## src/rtl/alu_arbiter_pkg.sv

```systemverilog
// alu_pkg: shared ALU op encodings, arbiter FSM states and op legality helper
package alu_pkg;
  localparam int ALU_W = 32;
  localparam logic [2:0] ALU_ADD = 3'b000;
  localparam logic [2:0] ALU_SUB = 3'b001;
  localparam logic [2:0] ALU_MUL = 3'b010;
  localparam logic [2:0] ALU_SLL = 3'b100;
  localparam logic [2:0] ALU_AND = 3'b101;
  localparam logic [2:0] ALU_SRL = 3'b110;
  typedef enum logic [1:0] {IDLE, EXEC, RESP} state_e;
  function automatic logic is_legal_op(input logic [2:0] op);
    return op != 3'b011 && op != 3'b111;
  endfunction
endpackage

```

## src/rtl/alu_arbiter_if.sv

```systemverilog
// alu_arbiter_if: requester, ALU and response signals of the shared ALU arbiter
interface alu_arbiter_if #(
  parameter int NREQ = 2,
  parameter int W    = alu_pkg::ALU_W
);
  localparam int IW = NREQ > 1 ? $clog2(NREQ) : 1;
  logic [NREQ-1:0]   req_valid;
  logic [NREQ-1:0]   req_ready;
  logic [3*NREQ-1:0] req_op;
  logic [W*NREQ-1:0] req_a;
  logic [W*NREQ-1:0] req_b;
  logic [2:0]        alu_op;
  logic [W-1:0]      alu_a;
  logic [W-1:0]      alu_b;
  logic [W-1:0]      alu_result;
  logic              rsp_valid;
  logic              rsp_ready;
  logic [IW-1:0]     rsp_id;
  logic [W-1:0]      rsp_data;
  logic              rsp_err;
  modport slave (
    input  req_valid, req_op, req_a, req_b, alu_result, rsp_ready,
    output req_ready, alu_op, alu_a, alu_b, rsp_valid, rsp_id, rsp_data, rsp_err
  );
  modport master (
    output req_valid, req_op, req_a, req_b, alu_result, rsp_ready,
    input  req_ready, alu_op, alu_a, alu_b, rsp_valid, rsp_id, rsp_data, rsp_err
  );
endinterface

```

## src/rtl/alu_arbiter_rr_arbiter.sv

```systemverilog
// rr_arbiter: round-robin pick of the first set request at or after ptr_i
module rr_arbiter #(
  parameter int NREQ = 2,
  parameter int IW   = 1
) (
  input  logic [NREQ-1:0] req_i,
  input  logic [IW-1:0]   ptr_i,
  output logic [NREQ-1:0] grant_o,
  output logic [IW-1:0]   idx_o
);
  // scan from the farthest offset back so the nearest hit to ptr_i wins
  always_comb begin
    grant_o = '0;
    idx_o   = '0;
    for (int k = NREQ - 1; k >= 0; k--) begin
      if (req_i[(int'(ptr_i) + k) % NREQ]) begin
        grant_o = '0;
        grant_o[(int'(ptr_i) + k) % NREQ] = 1'b1;
        idx_o = IW'((int'(ptr_i) + k) % NREQ);
      end
    end
  end
endmodule

```

## src/rtl/alu_arbiter.sv

```systemverilog
// alu_arbiter: shares one ALU datapath among NREQ requesters, round-robin, one op in flight
module alu_arbiter
  import alu_pkg::*;
#(
  parameter int NREQ    = 2,
  parameter int W       = ALU_W,
  parameter int MUL_LAT = 3
) (
  input logic clk,
  input logic rst_n,
  alu_arbiter_if.slave bus
);
  localparam int IW = NREQ > 1 ? $clog2(NREQ) : 1;
  localparam int CW = MUL_LAT > 1 ? $clog2(MUL_LAT) : 1;
  state_e state_q, state_d;
  logic [IW-1:0] rr_q, rr_d, id_q, id_d, gidx;
  logic [CW-1:0] cnt_q, cnt_d;
  logic [2:0] op_q, op_d, w_op;
  logic [W-1:0] a_q, a_d, b_q, b_d, data_q, data_d;
  logic err_q, err_d;
  logic [NREQ-1:0] grant;
  logic idle, exec, resp, legal;
  rr_arbiter #(.NREQ(NREQ), .IW(IW)) u_rr (
    .req_i  (bus.req_valid),
    .ptr_i  (rr_q),
    .grant_o(grant),
    .idx_o  (gidx)
  );
  assign idle  = state_q == IDLE;
  assign exec  = state_q == EXEC;
  assign resp  = state_q == RESP;
  assign legal = is_legal_op(op_q);
  assign w_op  = bus.req_op[3*gidx +: 3];
  always_comb begin
    state_d = state_q;
    rr_d    = rr_q;
    id_d    = id_q;
    cnt_d   = cnt_q;
    op_d    = op_q;
    a_d     = a_q;
    b_d     = b_q;
    data_d  = data_q;
    err_d   = err_q;
    if (idle && |bus.req_valid) begin
      state_d = EXEC;
      op_d    = w_op;
      a_d     = bus.req_a[W*gidx +: W];
      b_d     = bus.req_b[W*gidx +: W];
      id_d    = gidx;
      rr_d    = (int'(gidx) == NREQ - 1) ? '0 : gidx + IW'(1);
      cnt_d   = (w_op == ALU_MUL) ? CW'(MUL_LAT - 1) : '0;
    end else if (exec && (!legal || cnt_q == '0)) begin
      state_d = RESP;
      data_d  = legal ? bus.alu_result : '0;
      err_d   = !legal;
    end else if (exec) begin
      cnt_d = cnt_q - CW'(1);
    end else if (resp && bus.rsp_ready) begin
      state_d = IDLE;
    end
  end
  always_ff @(posedge clk or negedge rst_n) begin
    if (!rst_n) begin
      state_q <= IDLE;
      rr_q    <= '0;
      id_q    <= '0;
      cnt_q   <= '0;
      op_q    <= '0;
      a_q     <= '0;
      b_q     <= '0;
      data_q  <= '0;
      err_q   <= 1'b0;
    end else begin
      state_q <= state_d;
      rr_q    <= rr_d;
      id_q    <= id_d;
      cnt_q   <= cnt_d;
      op_q    <= op_d;
      a_q     <= a_d;
      b_q     <= b_d;
      data_q  <= data_d;
      err_q   <= err_d;
    end
  end
  // outputs are gated by state so every idle field reads zero
  assign bus.req_ready = idle ? grant : '0;
  assign bus.alu_op    = exec ? op_q : '0;
  assign bus.alu_a     = exec ? a_q : '0;
  assign bus.alu_b     = exec ? b_q : '0;
  assign bus.rsp_valid = resp;
  assign bus.rsp_id    = resp ? id_q : '0;
  assign bus.rsp_data  = resp ? data_q : '0;
  assign bus.rsp_err   = resp & err_q;
endmodule

```

## src/flat_wrapper.sv

```systemverilog
// flat-port wrapper written by rule: the top's interface ports become plain ports
module alu_arbiter_flat import alu_pkg::*;
#(
  parameter int NREQ    = 2,
  parameter int W       = ALU_W,
  parameter int MUL_LAT = 3
)
  (clk, rst_n, bus_req_valid, bus_req_op, bus_req_a, bus_req_b, bus_alu_result, bus_rsp_ready, bus_req_ready, bus_alu_op, bus_alu_a, bus_alu_b, bus_rsp_valid, bus_rsp_id, bus_rsp_data, bus_rsp_err);
  alu_arbiter_if #(.NREQ(NREQ), .W(W)) bus_i ();
  input logic clk;
  input logic rst_n;
  input wire logic [$bits(bus_i.req_valid)-1:0] bus_req_valid;
  input wire logic [$bits(bus_i.req_op)-1:0] bus_req_op;
  input wire logic [$bits(bus_i.req_a)-1:0] bus_req_a;
  input wire logic [$bits(bus_i.req_b)-1:0] bus_req_b;
  input wire logic [$bits(bus_i.alu_result)-1:0] bus_alu_result;
  input wire logic [$bits(bus_i.rsp_ready)-1:0] bus_rsp_ready;
  output wire logic [$bits(bus_i.req_ready)-1:0] bus_req_ready;
  output wire logic [$bits(bus_i.alu_op)-1:0] bus_alu_op;
  output wire logic [$bits(bus_i.alu_a)-1:0] bus_alu_a;
  output wire logic [$bits(bus_i.alu_b)-1:0] bus_alu_b;
  output wire logic [$bits(bus_i.rsp_valid)-1:0] bus_rsp_valid;
  output wire logic [$bits(bus_i.rsp_id)-1:0] bus_rsp_id;
  output wire logic [$bits(bus_i.rsp_data)-1:0] bus_rsp_data;
  output wire logic [$bits(bus_i.rsp_err)-1:0] bus_rsp_err;
  assign bus_i.req_valid = bus_req_valid;
  assign bus_i.req_op = bus_req_op;
  assign bus_i.req_a = bus_req_a;
  assign bus_i.req_b = bus_req_b;
  assign bus_i.alu_result = bus_alu_result;
  assign bus_i.rsp_ready = bus_rsp_ready;
  assign bus_req_ready = bus_i.req_ready;
  assign bus_alu_op = bus_i.alu_op;
  assign bus_alu_a = bus_i.alu_a;
  assign bus_alu_b = bus_i.alu_b;
  assign bus_rsp_valid = bus_i.rsp_valid;
  assign bus_rsp_id = bus_i.rsp_id;
  assign bus_rsp_data = bus_i.rsp_data;
  assign bus_rsp_err = bus_i.rsp_err;
  alu_arbiter #(.NREQ(NREQ), .W(W), .MUL_LAT(MUL_LAT)) u_core (.clk(clk), .rst_n(rst_n), .bus(bus_i));
endmodule
```

## config.mk

```make
export PLATFORM = sky130hd
export DESIGN_NAME = alu_arbiter_flat
export DESIGN_NICKNAME = d
export VERILOG_FILES = /design/src/rtl/alu_arbiter_pkg.sv /design/src/rtl/alu_arbiter_if.sv /design/src/rtl/alu_arbiter_rr_arbiter.sv /design/src/rtl/alu_arbiter.sv /design/src/flat_wrapper.sv
export SDC_FILE = /design/constraint.sdc
export NUM_CORES = 1
export LEC_CHECK = 0
export BUFFER_PORTS_ARGS = -buffer_cell sky130_fd_sc_hd__buf_2
export CAP_MARGIN = 15
export CELL_PAD_IN_SITES_DETAIL_PLACEMENT = 0
export CELL_PAD_IN_SITES_GLOBAL_PLACEMENT = 2
export CORE_ASPECT_RATIO = 1.5
export CORE_MARGIN = 2
export CORE_UTILIZATION = 23
export DETAILED_ROUTE_END_ITERATION = 6
export HOLD_SLACK_MARGIN = 0.06
export PLACE_DENSITY = 0.78
export SLEW_MARGIN = 20
export SYNTH_ARGS = -nofsm -noshare
export SYNTH_HDL_FRONTEND = slang
export SYNTH_SLANG_ARGS = --single-unit
export TNS_END_PERCENT = 30
```

## constraint.sdc

```tcl
create_clock -name clk -period 1.5 [get_ports clk]
set_input_delay 0.225 -clock clk [delete_from_list [all_inputs] [get_ports clk]]
set_output_delay 0.225 -clock clk [all_outputs]
set_load 0.01 [all_outputs]
```

==> out/results.tsv, run 1 <==
metric	value	unit
Final Cell Area	0.00828	mm^2
crit-path leading delay family	buffers and inverters	
die area	0.0240	mm^2
RSZ-0062 raised after global routing	yes	
count leader, synth	and2_1	
async set or reset register ratio after synthesis	1.00	
Routed Antenna Nets	0	
layout cell share with drive strength beyond 1	0.479	
Final Wtd Congestion	0.812	
max_slew headroom	0.751	
leakage power	0.00442	uW
DRC viols	0	
PD cells	731	mW/mm^2
DP Area	0.00721	mm^2
final hold vios	0	
CP most frequent cell	buf_12	
P&R area growth vs syn	58.4	%
Critical Path Source Type	register	
Setup CP Type	reg -> out	
WP buf/inv	4	
total track usage	0.153	
cell row count	67	
Pins Over Slew Limit	0	
Final WS setup	-345	ps
fill cell count	2330	
clock tree buffer depth	2	
Core Area	0.0223	mm^2
worst endpoint data arrival time	1620	ps
fin crit share	1.23	
status	complete, but fails checks	
Clock Latency Late Sink	360	ps
Slew @ Worst Pin	374	ps
clock slew at reported path FFs	80	ps
Distinct cells, synth	27	
die span in y	189	um
Synth area leaders	dfrtp_1, and2_1, a221o_1	
Clock Skew	13.1	ps
Detailed Route WL	18.7	mm
setup TNS	-33730	ps
clk root buf	clkbuf_16	
synthesized area	0.00522	mm^2
vias in the first global route	5091	
Finish-stage setup viols	170	
Fin Hold WS	90.8	ps
fmax	542	MHz
I/O Buffers	274	
Vias/cell	4.44	
io pins	275	
1st-iter DRT viols	134	
H-tree Lvls	3	
Hold WC Path Type	in -> reg	
number of enable flip-flop cells after synthesis	0	
Critical Path Slowest Stage Cell	dfrtp_2	
DRT Pass-1 Iters	5	
Worst EP required	1270	ps
nets@finish	986	
ys flop type	dfrtp_1	
Synth top area share	0.508	
synthesized flop and latch total	106	
CP Max Fanout	5	
Seq/Total Area, Yosys	0.508	
total CTS buffers	9	
Avg Synthesized Cell Area	10.1	um^2
Warnings, synthesis	0	
max incr delay on CP	430	ps
post-DP HPWL	13.1	mm
cells after synthesis	517	
top cells by count, synth	and2_1, dfrtp_1, nand2_1	
Sink Count	106	
Starting Density	0.234	
vias	4870	
top cell type by total area after synthesis	dfrtp_1	
GRT overflow	0	
largest net degree at the start of global routing	47	
Worst Setup End Kind	output pin	
crit path time final	1850	ps
failing checks	setup timing	
crit path cell chain	and2b_4 > buf_12 > buf_12 > buf_16 > and2_4 > buf_6	
CTS tree	done	
wire per inst	17.0	um
Die Width	127	um
peak supply drop	435	uV
syn nets	689	
initial antenna violation count	2	
first-pass GRT wire length	28.5	mm
Max-Cap Viols	0	
## what timing repair did
item,in CTS,in global routing
gates cloned,5,2
endpoints found under the setup margin,117,199
endpoints found under the hold margin,23,0
gates resized for setup,59,58
pin swaps,31,16
hold buffers,1,0
buffers inserted,7,7
## worst paths after layout
path / start / end / slack [ps] / depth (start not counted)
worst max-delay path: u_core.state_q[0]$_DFFE_PN0P_ / bus_alu_a[11] / -350 / 6
worst min-delay path: bus_req_b[28] / u_core.b_q[28]$_DFFE_PN0P_ / 90 / 2
worst max register to register: u_core.state_q[0]$_DFFE_PN0P_ / u_core.b_q[17]$_DFFE_PN0P_ / -140 / 7
worst min register to register: u_core.data_q[21]$_DFFE_PN0P_ / u_core.data_q[21]$_DFFE_PN0P_ / 470 / 2
max in group asynchronous: rst_n / u_core.b_q[18]$_DFFE_PN0P_ / 560 / 3
min in group asynchronous: rst_n / u_core.data_q[22]$_DFFE_PN0P_ / 330 / 2
## cell families (layout without fill, tap and decap cells)
group	Yosys count	after routing	synth area share
adders and majority gates	1	1	0.00239
muxes	5	5	0.00958
other	0	1	0
AOI/OAI and AO/OA	110	110	0.171
DFF	106	106	0.508
buffers and inverters	46	348	0.0465
and+or+nand+nor	249	249	0.263
## layer usage
metal	vias up	global-route usage	wire (um)
li1	2372	-	-
met1	2303	0.180	7350
met2	167	0.272	9930
met3	26	0.0332	982
met4	2	0.0528	395
met5	-	0	13
## flip-flops by register name (all words and copies together), names as in the netlist
register,flops
u_core.a_q,32
u_core.b_q,32
u_core.data_q,32
u_core.op_q,3
u_core.cnt_q,2
u_core.state_q,2
u_core.err_q,1
u_core.id_q,1
u_core.rr_q,1
## area by class of cell
class                      count  area, um^2  share of cell area
inverter                       4        15.0             0.00181
clock inverter                 5        86.3              0.0104
multi-input combinational    365        2490               0.301
antenna                        1        2.50            0.000302
clock buffer                  11         233              0.0281
tap                          276         345              0.0417
timing repair buffer         328        2450               0.296
sequential                   106        2650               0.321
## through the flow
step,total power (uW),setup slack [ps],cells,utilization
after global routing,6330,-394,1096,0.371
after detailed placement,3460,-60.0,1057,0.323
after global placement,3450,-57.2,1057,0.323
after floorplan,3120,12.6,517,-
final,6050,-345,1096,0.371
after CTS,6160,-398,1086,0.359
## cells in the final DEF, fill, tap and decap left out, types with 2 or more instances in the layout
cell type,n
buf_12,20
clkbuf_16,11
nor3b_1,2
nand2_1,72
a21o_1,2
buf_6,48
inv_6,2
inv_1,3
clkbuf_1,2
buf_4,19
bufinv_16,2
and2_1,127
o21ai_1,16
o21ai_4,3
buf_2,233
mux2i_1,5
a221o_1,64
and2_4,39
dfrtp_1,105
buf_16,5
nor2_1,3
o21ai_0,21
## where the power goes
group / total [uW] / internal, uW / switching [uW] / leakage (uW)
logic: 448 / 262 / 186 / 0.00300
clock network: 2640 / 1480 / 1160 / 0.000155
registers: 2960 / 2920 / 39.2 / 0.00126
total: 6050 / 4670 / 1380 / 0.00442
(Power assumes the default switching activity.)
==> inputs of run 2 (changes only) <==
--- a/config.mk
+++ b/config.mk
@@ -11,12 +11,13 @@
 export CELL_PAD_IN_SITES_GLOBAL_PLACEMENT = 2
 export CORE_ASPECT_RATIO = 1.5
 export CORE_MARGIN = 2
-export CORE_UTILIZATION = 23
+export CORE_UTILIZATION = 25
 export DETAILED_ROUTE_END_ITERATION = 6
 export HOLD_SLACK_MARGIN = 0.06
-export PLACE_DENSITY = 0.78
+export PLACE_DENSITY = 0.79
 export SLEW_MARGIN = 20
 export SYNTH_ARGS = -nofsm -noshare
 export SYNTH_HDL_FRONTEND = slang
+export SYNTH_HIERARCHICAL = 1
 export SYNTH_SLANG_ARGS = --single-unit
 export TNS_END_PERCENT = 30
==> run 2 against run 1 <==
The flow still finishes with violations (setup timing); register-to-register slack got worse by 130 ps; non-clock buffer count fell by 5; synthesized cell count fell by 1.2%; die area rose by 0.30%; via count fell by 0.27%; count of clock-buffer cells in the layout fell by 2; critical path depth did not move; global-route usage fell by 1.2 points; first-iteration DRC count rose by 39%; critical path type unchanged; critical endpoint is now bus_alu_b[4]; largest power group is now combinational logic.
==> out/results.tsv, run 2 <==
metric	value	unit
Critical Path Slowest Stage Cell	dfrtp_1	
number of enable flip-flop cells after synthesis	0	
Distinct cells, synth	31	
Core Area	0.0224	mm^2
synthesized area	0.00570	mm^2
Detailed Route WL	18.5	mm
1st-iter DRT viols	186	
most common cell after layout, fill and taps aside	buf_2	
Synth Area in XOR/XNOR	0	
Critical Path Start	u_core/state_q[0]$_DFFE_PN0P_	
top cell type by total area after synthesis	dfrtp_1	
crit path time final	1830	ps
Combinational Power Share	0.555	
max_slew headroom	0.767	
crit-path leading delay family	buffers and inverters	
clock slew at reported path FFs	80	ps
count leader, synth	mux2_2	
DR top layer	met4	
nets@finish	978	
DRT Pass-1 Iters	4	
Sw Pwr	5960	uW
max incr delay on CP	390	ps
fin crit share	1.22	
Sink Count	106	
Synth Area in Adders	0.00220	
async set or reset register ratio after synthesis	1.00	
Clock Skew	11.0	ps
leakage power	0.00434	uW
peak supply drop	667	uV
R2R depth	6	
worst endpoint data arrival time	1610	ps
r2r setup slk	-270	ps
critical path endpoint	bus_alu_b[4]	
cells after synthesis	511	
Worst EP required	1270	ps
Routed Antenna Nets	0	
wire length on met3	962	um
most frequent cells in the layout	buf_2, dfrtp_1, mux2_2, and2_1, o21ai_0	
n_diodes	0	
failing checks	setup timing	
Seq/Total Area, Yosys	0.466	
clk root buf	clkbuf_16	
io pins	275	
layout cell share with drive strength beyond 1	0.628	
Setup CP Type	reg -> out	
Starting Density	0.254	
biggest regs	u_core/a_q: 32 flops, u_core/b_q: 32 flops, u_core/data_q: 32 flops	
fmax	545	MHz
Warnings, synthesis	6	
post-DP HPWL	12.4	mm
Max-Cap Viols	0	
Net Sw Frac	0.356	
crit path cell chain	buf_6 > nor2b_4 > buf_12 > clkbuf_16 > and2_1 > buf_2	
Hold WC Path Type	in -> reg	
compound-cell area share of the yosys netlist	0.0703	
Synth Area in Simple Gates	0.152	
PD cells	1910	mW/mm^2
Cell Count Post-Placement	1049	
CTS tree	done	
ys flop type	dfrtp_1	
Slew @ Worst Pin	345	ps
CP Max Fanout	14	
final hold vios	0	
DRC viols	0	
met2 wire length	10.1	mm
P&R area growth vs syn	53.5	%
largest net degree at the start of global routing	58	
I/O Buffers	274	
Final Util	0.391	
Die Width	127	um
clock power share	0.151	
Synth top area share	0.466	
worst r2r src	u_core/rr_q$_DFFE_PN0P_	
Final Wtd Congestion	0.760	
Synth area leaders	dfrtp_1, mux2_2, and2_1	
syn nets	683	
vias in the first global route	4881	
WHS Path Cells	3	
Avg Synthesized Cell Area	11.1	um^2
first-pass GRT wire length	26.5	mm
fill cell count	2269	
Critical Path Source Type	register	
DP Area	0.00757	mm^2
total CTS buffers	9	
die area	0.0240	mm^2
H-tree Lvls	3	
wire per inst	17.0	um
Vias/cell	4.47	
total track usage	0.140	
Sequential Power Share	0.295	
synthesized flop and latch total	106	
initial antenna violation count	0	
M1 wire length	7.15	mm
Worst Setup End Kind	output pin	
reg2reg end	u_core/b_q[8]$_DFFE_PN0P_	
RSZ-0062 raised after global routing	yes	
stages on the worst setup path	6	
vias	4857	
mux cell area share after synthesis	0.269	
Finish-stage setup viols	173	
Fin Hold WS	94.0	ps
die span in y	189	um
cell row count	67	
WP buf/inv	4	
status	complete, but fails checks	
top cells by count, synth	mux2_2, dfrtp_1, and2_1	
largest family of logic cells by synthesized area	multiplexers	
Post-Layout Cell Count	1087	
GRT overflow	0	
Setup WS pre-CTS	-169	ps
Clock Latency Late Sink	350	ps
Pins Over Slew Limit	0	
clock tree buffer depth	2	
Final WS setup	-334	ps
Final Cell Area	0.00874	mm^2
Internal	10800	uW
-- run 2: power by group through the flow --
stage                     clock [uW]  sequential (uW)  combinational (uW)
after detailed placement           0             4930                7420
after floorplan                    0             4750                4710
after global placement             0             4880                7360
after CTS                       2640             4900                7690
after global routing            2750             5130               10100
final                           2520             4930                9290
-- run 2: per-layer routing --
layer,GRT usage,up-vias
met1,0.164,2344
met5,0,-
met2,0.253,164
met3,0.0339,14
met4,0.0418,0
li1,-,2335
-- run 2: cell type report --
class | count | area (um^2) | share of cell area
Multi-Input combinational cell | 362 | 3100 | 0.355
Sequential cell | 106 | 2650 | 0.303
Timing Repair Buffer | 323 | 2320 | 0.265
Tap cell | 276 | 345 | 0.0395
Clock buffer | 9 | 225 | 0.0258
Clock inverter | 7 | 81.3 | 0.00930
Inverter | 4 | 15.0 | 0.00172
-- run 2: how the worst min path moves through the flow --
| stage | start | end | slack [ps] |
|---|---|---|---|
| 2_1_floorplan | rst_n | u_core/a_q[0]$_DFFE_PN0P_ | -70 |
| 3_3_place_gp | rst_n | u_core/b_q[5]$_DFFE_PN0P_ | 140 |
| 3_5_place_dp | rst_n | u_core/b_q[5]$_DFFE_PN0P_ | 140 |
| 4_1_cts | bus_alu_result[21] | u_core/data_q[21]$_DFFE_PN0P_ | 80 |
| 5_1_grt | bus_alu_result[19] | u_core/data_q[19]$_DFFE_PN0P_ | 90 |
| 6_report | bus_alu_result[25] | u_core/data_q[25]$_DFFE_PN0P_ | 90 |
-- run 2: repair_timing --
action	4_1_cts	5_1_grt
gates cloned	2	7
endpoints found under the setup margin	189	196
pin swaps	2	15
endpoints found under the hold margin	18	0
buffers inserted	1	11
resized for setup	23	120
hold buffers	1	0
-- run 2: kinds of logic after synthesis --
logic type,count (synthesis)
AO/OA/AOI/OAI,76
adder cells (fa/ha/maj),1
buffers and inverters,43
flip-flops,106
multiplexers,136
AND/OR/NAND/NOR,149
-- run 2: worst min-delay path, cell delays in order --
cell and delay (ps):
buf_2 100, nand2_1 50, o21ai_1 50
-- run 2: metrics by stage --
step | TNS [ps] | total power, uW
floorplan | -3910 | 9460
global placement | -7150 | 12200
detailed placement | -8460 | 12400
CTS | -40580 | 15200
global route | -52350 | 18000
finish | -41810 | 16700
